### src/rtl/data_mem_responder.sv
// data_mem_responder: target side of a single-cycle core's data-memory port.
// Word RAM with combinational read / synchronous write, plus a 16-byte
// memory-mapped I/O window (LED, CYCLE, STORES, STATUS) and sticky error
// reporting for misaligned and unmapped stores.
// Optional feature macro: MEM_PERF_COUNTERS_EN enables the CYCLE and STORES
// counters; when undefined those offsets read 0 and no counter flops exist.
module data_mem_responder #(
    parameter int          MEM_WORDS = 64,
    parameter logic [31:0] IO_BASE   = 32'h0000_0100
) (
    input  logic        clk,
    input  logic        reset,
    input  logic        WriteEnableMem,
    input  logic [31:0] AddressDataMem,
    input  logic [31:0] WriteDataMem,
    output logic [31:0] ReadData,
    output logic [7:0]  leds,
    output logic        err_misaligned,
    output logic        err_range,
    output logic [31:0] err_addr
);

    localparam int AW = $clog2(MEM_WORDS);

    localparam logic [1:0] OFF_LED    = 2'd0;
    localparam logic [1:0] OFF_CYCLE  = 2'd1;
    localparam logic [1:0] OFF_STORES = 2'd2;
    localparam logic [1:0] OFF_STATUS = 2'd3;

    // State
    logic [31:0] mem_r [MEM_WORDS];
    logic [7:0]  leds_r;
    logic        err_mis_r;
    logic        err_range_r;
    logic [31:0] err_addr_r;
    logic [31:0] cycle_s;
    logic [31:0] stores_s;

    // Decode
    logic          aligned_s;
    logic          ram_hit_s;
    logic          io_hit_s;
    logic [1:0]    io_off_s;
    logic [AW-1:0] word_idx_s;

    // Write strobes and next-state for the error block
    logic        ram_we_s;
    logic        io_we_s;
    logic        led_we_s;
    logic        status_we_s;
    logic        set_mis_s;
    logic        set_range_s;
    logic        mis_nxt_s;
    logic        range_nxt_s;
    logic [31:0] err_addr_nxt_s;

    // Address decode: RAM by word index bound, IO by 16-byte window match.
    always_comb begin
        aligned_s  = (AddressDataMem[1:0] == 2'b00);
        ram_hit_s  = (AddressDataMem[31:2] < 30'(MEM_WORDS));
        io_hit_s   = (AddressDataMem[31:4] == IO_BASE[31:4]);
        io_off_s   = AddressDataMem[3:2];
        word_idx_s = AddressDataMem[AW+1:2];
    end

    // Store qualification: only aligned, mapped stores reach a target.
    always_comb begin
        ram_we_s    = WriteEnableMem & aligned_s & ram_hit_s;
        io_we_s     = WriteEnableMem & aligned_s & io_hit_s;
        led_we_s    = io_we_s & (io_off_s == OFF_LED);
        status_we_s = io_we_s & (io_off_s == OFF_STATUS);
        // Misaligned takes precedence, so a misaligned unmapped store only flags misalignment.
        set_mis_s   = WriteEnableMem & ~aligned_s;
        set_range_s = WriteEnableMem & aligned_s & ~ram_hit_s & ~io_hit_s;
    end

    // Sticky flags: a set wins over a W1C clear; err_addr records the first error only.
    always_comb begin
        mis_nxt_s      = set_mis_s   | (err_mis_r   & ~(status_we_s & WriteDataMem[0]));
        range_nxt_s    = set_range_s | (err_range_r & ~(status_we_s & WriteDataMem[1]));
        err_addr_nxt_s = err_addr_r;
        if ((set_mis_s | set_range_s) && !err_mis_r && !err_range_r) begin
            err_addr_nxt_s = AddressDataMem;
        end else if (status_we_s && !mis_nxt_s && !range_nxt_s) begin
            err_addr_nxt_s = 32'h0000_0000;
        end else begin
            err_addr_nxt_s = err_addr_r;
        end
    end

    // Word RAM: cleared by reset, written on accepted aligned RAM stores.
    always_ff @(posedge clk or posedge reset) begin
        if (reset) begin
            for (int i = 0; i < MEM_WORDS; i++) begin
                mem_r[i] <= 32'h0000_0000;
            end
        end else if (ram_we_s) begin
            mem_r[word_idx_s] <= WriteDataMem;
        end
    end

    // LED register: only the low byte of the store data is kept.
    always_ff @(posedge clk or posedge reset) begin
        if (reset) begin
            leds_r <= 8'h00;
        end else if (led_we_s) begin
            leds_r <= WriteDataMem[7:0];
        end
    end

    // Error status flags and first-error address.
    always_ff @(posedge clk or posedge reset) begin
        if (reset) begin
            err_mis_r   <= 1'b0;
            err_range_r <= 1'b0;
            err_addr_r  <= 32'h0000_0000;
        end else begin
            err_mis_r   <= mis_nxt_s;
            err_range_r <= range_nxt_s;
            err_addr_r  <= err_addr_nxt_s;
        end
    end

`ifdef MEM_PERF_COUNTERS_EN
    logic [31:0] cycle_r;
    logic [31:0] stores_r;

    // Free-running cycle counter, wraps naturally.
    always_ff @(posedge clk or posedge reset) begin
        if (reset) begin
            cycle_r <= 32'h0000_0000;
        end else begin
            cycle_r <= cycle_r + 32'd1;
        end
    end

    // Accepted RAM store counter, saturating at all-ones.
    always_ff @(posedge clk or posedge reset) begin
        if (reset) begin
            stores_r <= 32'h0000_0000;
        end else if (ram_we_s && (stores_r != 32'hFFFF_FFFF)) begin
            stores_r <= stores_r + 32'd1;
        end
    end

    assign cycle_s  = cycle_r;
    assign stores_s = stores_r;
`else
    assign cycle_s  = 32'h0000_0000;
    assign stores_s = 32'h0000_0000;
`endif

    // Combinational load path; the low address bits are ignored on reads.
    always_comb begin
        ReadData = 32'hDEAD_BEEF;
        if (ram_hit_s) begin
            ReadData = mem_r[word_idx_s];
        end else if (io_hit_s) begin
            case (io_off_s)
                OFF_LED:    ReadData = {24'h00_0000, leds_r};
                OFF_CYCLE:  ReadData = cycle_s;
                OFF_STORES: ReadData = stores_s;
                OFF_STATUS: ReadData = {30'h0000_0000, err_range_r, err_mis_r};
                default:    ReadData = 32'hDEAD_BEEF;
            endcase
        end else begin
            ReadData = 32'hDEAD_BEEF;
        end
    end

    assign leds           = leds_r;
    assign err_misaligned = err_mis_r;
    assign err_range      = err_range_r;
    assign err_addr       = err_addr_r;

endmodule

### config.mk
export PLATFORM = sky130hd
export DESIGN_NAME = data_mem_responder
export DESIGN_NICKNAME = d
export VERILOG_FILES = /design/src/rtl/data_mem_responder.sv
export SDC_FILE = /design/constraint.sdc
export NUM_CORES = 2
export LEC_CHECK = 0
export BUFFER_PORTS_ARGS = -buffer_cell sky130_fd_sc_hd__buf_4
export CAP_MARGIN = 20
export CELL_PAD_IN_SITES_DETAIL_PLACEMENT = 0
export CELL_PAD_IN_SITES_GLOBAL_PLACEMENT = 1
export CORE_MARGIN = 2
export CORE_UTILIZATION = 55
export CTS_CLUSTER_DIAMETER = 30
export DETAILED_ROUTE_END_ITERATION = 8
export PLACE_DENSITY = 0.76
export SETUP_SLACK_MARGIN = 0.05
export SLEW_MARGIN = 5
export SYNTH_ARGS = -nofsm -noshare
export SYNTH_HDL_FRONTEND = slang
export SYNTH_SLANG_ARGS = --single-unit
### constraint.sdc
create_clock -name clk -period 80.2 [get_ports clk]
set_input_delay 8.02 -clock clk [delete_from_list [all_inputs] [get_ports clk]]
set_output_delay 8.02 -clock clk [all_outputs]
set_load 0.005 [all_outputs]
Word level (Yosys, flattened, before mapping):

Cells that the tools add are included.

* bits in registers: 2090
* output and inout bits: 74

* order comparisons: 3
* eq/ne operators: 4
* mux-type cells: 11
* bitwise gates (word level): 21
* reduce and logical (&&, ||, !) cells: 13

Operators by type and width (number)
* bitwise mux 2048 bit: 1
* two-way mux 32 bit: 7
* binary-select mux 32 bit (select 6 bit): 1
* demux 32 bit (select 6 bit): 1
* one-hot mux 32 bit (3 select lines): 1
* less-than comparator 30 x 7 -> 1 bit (second input constant): 1
* == test 28 x 5 -> 1 bit (second input constant): 1
* AND 1 bit: 12
* greater-or-equal comparator 7 bit (second input constant): 1
* less-than comparator 7 x 1 -> 1 bit (second input constant): 1
* NOT 6 -> 7 bit: 1
* logical AND 1 bit: 5
* NOT 1 bit: 5
* == test 2 bit (second input constant): 2
* logical NOT 1 bit: 4
* logical NOT 2 bit: 2
* bitwise OR 1 bit: 3
* == test 2 x 1 -> 1 bit (second input constant): 1
* nonzero test 2 bit: 1
* OR reduction 2 bit: 1

Longest topological paths before layout:

* depth in word-level cells: 13
* mapped depth: 10
* gate-level depth less buffers: 5

Worst setup path after synthesis:

OpenSTA, ideal clock, no wires.

* path kind: input port to output port
* from: input AddressDataMem[2]
* to: output ReadData[5]
* data arrival time: 10.024 ns
* data required time: 72.180 ns
* setup slack: 62.156 ns
* cell stages on the path: 9
* cells stage by stage: buf_4 > buf_2 > buf_2 > buf_2 > mux4_2 > mux2i_1 > nor2_1 > nor4_1 > a22oi_1

* cells in the longest elaborated chain, start to end: 5
* elaborated cells on any way between the ends: 13
* those cells by class: order compare: 1; eq/ne: 3; mux: 6; bitwise: 1; reduce/logical: 2

RTL lines
* start, declared: line 14 `input logic [31:0] AddressDataMem,`
* NOT 6 -> 7 bit (implied by the code) (tied with other cells): line 157 `ReadData = mem_r[word_idx_s];`
* binary-select mux 32 bit (select 6 bit) / OR reduction 2 bit (equally long branches)
* two-way mux 32 bit (implied by the code) / one-hot mux 32 bit (3 select lines) (equally long branches): line 157, 159
* two-way mux 32 bit (on tied branches): line 157, 158
* two-way mux 32 bit *: line 156 `if (ram_hit_s) begin`
* end, declared: line 16 `output logic [31:0] ReadData,`

Every way passes the cells marked *; elsewhere a longest branch is shown, timed or not. The select of a mux whose other input is x is not followed.

Worst setup path after layout:

Same ends and word-level chain as after synthesis.

==> flow_summary.json <==
{
  "status": "finished clean",
  "layout-drive-gt1-share_pct": 56.71,
  "fp.coreArea_sq_mm": 0.1736,
  "area.growth.synth_to_final_pct": 19.20,
  "place_inst": 7960,
  "worstSetupEndpoint": "ReadData[5]",
  "synth_seq_area_share_pct": 54.51,
  "synth_edf_count": 0,
  "syn_area_per_cell_sq_um": 16.18,
  "cts_buffers": 464,
  "reg2regPathDepth": 6,
  "dr.pass1.iters": 5,
  "gp_congestion": 0.7921,
  "critPathLaunchType": "input port",
  "crit_arrival_ns": 13.25,
  "cts_tree": "built",
  "worst_r2r_startpoint": "err_range$_DFF_PP0_",
  "maxSlewHeadroom_pct": 21.56,
  "r2r_setup_slack_ns": 78.45,
  "path_cells": "buf_8 -> buf_4 -> buf_4 -> buf_12 -> mux4_2 -> mux2i_1 -> o22ai_1 -> nor4_1 -> a22oi_1 -> buf_4",
  "cts_resized": 0,
  "min_period_ns": 21.27,
  "drt_iter0_markers": 5028,
  "worstHoldPathType": "flop to flop",
  "routedWlPerCell_um": 32.90,
  "synthCells": 5932,
  "hold_buffers": 0,
  "grtUsageTotal_pct": 33.00,
  "worst_pin_slew_ns": 1.177,
  "p_leak_uw": 0.05596,
  "final-setup-viol-count": 0,
  "finalCritPeriodShare_pct": 26.52,
  "die_w_um": 421.7,
  "clk_path_buf_depth": 4,
  "final_cell_mix": "dfrtp_1 (2090), mux2_2 (1974), mux4_2 (504)",
  "die_y_um": 421.7,
  "die_area_sq_mm": 0.1778,
  "cts_max_level": 5,
  "drtAntennaViolNets": 0,
  "dp_hpwl_mm": 159.7,
  "async_reset_ff_share_pct": 100.0,
  "post-cts-setup-buffers": 0,
  "start_util_pct": 55.26,
  "grt_pass1_vias": 60187,
  "r2r_end": "err_addr[9]$_DFFE_PP0P_",
  "drt_wl_total_mm": 290.0,
  "slowest_delay_ns": 0.87,
  "pre_cts_ws_ns": 58.80,
  "worstSkewPairLatency_ns": 0.96,
  "synthFlopType": "dfrtp_1",
  "mostFrequentLayoutCell": "dfrtp_1",
  "setup_slack_ns": 58.93,
  "path_max_fanout": 74,
  "grt_pass1_wl_mm": 426.7,
  "crit_slowest_cell": "buf_4",
  "remaining_drc_errors": 0,
  "clk_pin_slew_ns": 0.05,
  "ys_seq_elements": 2090,
  "viasPerCell": 6.467,
  "rsz0062_at_grt": "no",
  "cts-root-buf": "clkbuf_16",
  "drv_slew": 0,
  "required_ns": 72.18,
  "critical_path.most_common_cell": "buf_4",
  "powerDensity_mw_per_mm2": 26.95,
  "fin_tns_setup_ns": 0,
  "syn_nets": 5999,
  "clock-sinks": 2090,
  "rows": 153,
  "synth_area_sq_mm": 0.09595,
  "hold_violations": 0,
  "vias": 56998,
  "grt_antenna_before_repair": 11,
  "grt_overflow_total": 0,
  "vdd_ir_drop_max_mv": 0.01961,
  "grt_max_degree": 182,
  "crit_start": "AddressDataMem[2]",
  "max_cap_viol_count": 0,
  "final_cells": 8814,
  "skew_ns": 0.02555,
  "numPortBuffers": 140,
  "synth_warnings": 0,
  "critPathKind": "input port to output pin",
  "worstSetupEndpointType": "output pin",
  "nNetsFinal": 6176,
  "top_level_ports": 141,
  "max_freq_mhz": 47.02,
  "ys_types": 50
}
[worst min-delay path by stage]
stage | start | end | slack (ns) | cells after the start
after detailed placement | mem_r[416]$_DFFE_PP0P_ | mem_r[416]$_DFFE_PP0P_ | 0.47 | 1
after global placement | mem_r[1081]$_DFFE_PP0P_ | mem_r[1081]$_DFFE_PP0P_ | 0.46 | 1
after CTS | mem_r[1082]$_DFFE_PP0P_ | mem_r[1082]$_DFFE_PP0P_ | 0.48 | 1
final | mem_r[416]$_DFFE_PP0P_ | mem_r[416]$_DFFE_PP0P_ | 0.48 | 1
after floorplan | mem_r[1064]$_DFFE_PP0P_ | mem_r[1064]$_DFFE_PP0P_ | 0.45 | 1
after global routing | mem_r[1083]$_DFFE_PP0P_ | mem_r[1083]$_DFFE_PP0P_ | 0.49 | 1
[flip-flops by register name (all words and copies together), names as in the netlist]
signal          flops
mem_r            2048
err_addr           32
leds                8
err_misaligned      1
err_range           1
[worst max-delay path: cells and delay by family]
family | cells | cell delay (ns)
buffers and inverters | 5 | 3.03
AND/OR/NAND/NOR | 1 | 0.72
AO/OA/AOI/OAI | 2 | 0.52
multiplexers | 2 | 0.75
[report_power, final]
group	leakage [uW]	internal, uW	switching, uW
registers	0.0292	1060	0.00000370
logic	0.0189	18.7	64.2
clock network	0.00785	1340	605
[area by class of cell]
| cell class | count | area, sq um |
|---|---|---|
| flip-flops and latches | 2090 | 52300 |
| fillers | 11993 | 59250 |
| inverters | 3 | 18.77 |
| well taps | 2325 | 2909 |
| diodes | 2 | 5.005 |
| multi-input cells | 3217 | 40260 |
| repair buffers | 333 | 2756 |
| clock buffers | 602 | 12950 |
| clock inverters | 242 | 3179 |
[synthesized netlist by cell type, types with 6 or more instances]
cell type	number	area (sq um)
dfrtp_1	2090	52300
mux2_2	1974	22230
mux4_2	504	11350
clkbuf_1	300	1126
a22oi_1	154	1156
mux2_1	131	1475
buf_6	120	1351
mux2i_1	99	991.0
buf_2	89	445.4
buf_1	58	217.7
nor3_4	57	927.1
buf_4	55	412.9
nand4_1	44	275.3
nor2_1	33	123.9
a21boi_0	32	240.2
o22ai_1	29	181.4
o21ai_0	19	95.09
nand2_1	18	67.56
nor4_1	15	93.84
nor2b_1	13	81.33
a211oi_1	9	67.56
nand3_1	7	35.03
a221o_1	6	60.06
a221oi_1	6	52.55
nor4bb_1	6	60.06
[through the flow]
step / total power (uW) / cell area [sq um] / util, % / hold slack [ns]
after floorplan: 1133 / 95950 / - / 0.4524
after CTS: 3100 / 114200 / 65.76 / 0.4804
after global placement: 1155 / 97940 / 56.41 / 0.4619
after detailed placement: 1156 / 98050 / 56.47 / 0.4707
final: 3083 / 114400 / 65.87 / 0.4785
after global routing: 3166 / 114400 / 65.87 / 0.4904
[metal layers]
| metal | GRT usage, % | part of all wire [%] | vias up |
|---|---|---|---|
| li1 | - | - | 22770 |
| met1 | 44.55 | 41 | 31338 |
| met2 | 51.74 | 47 | 2198 |
| met3 | 7.924 | 7.6 | 682 |
| met4 | 13.51 | 4.3 | 10 |
| met5 | 0 | 0.018 | - |
[kinds of logic after synthesis]
| family | synth area share (%) |
|---|---|
| AOI/OAI and AO/OA | 2.077 |
| muxes | 37.57 |
| DFF | 54.51 |
| buffers and inverters | 3.715 |
| and+or+nand+nor | 2.133 |
Note: power is estimated with default switching activity, not from simulation.
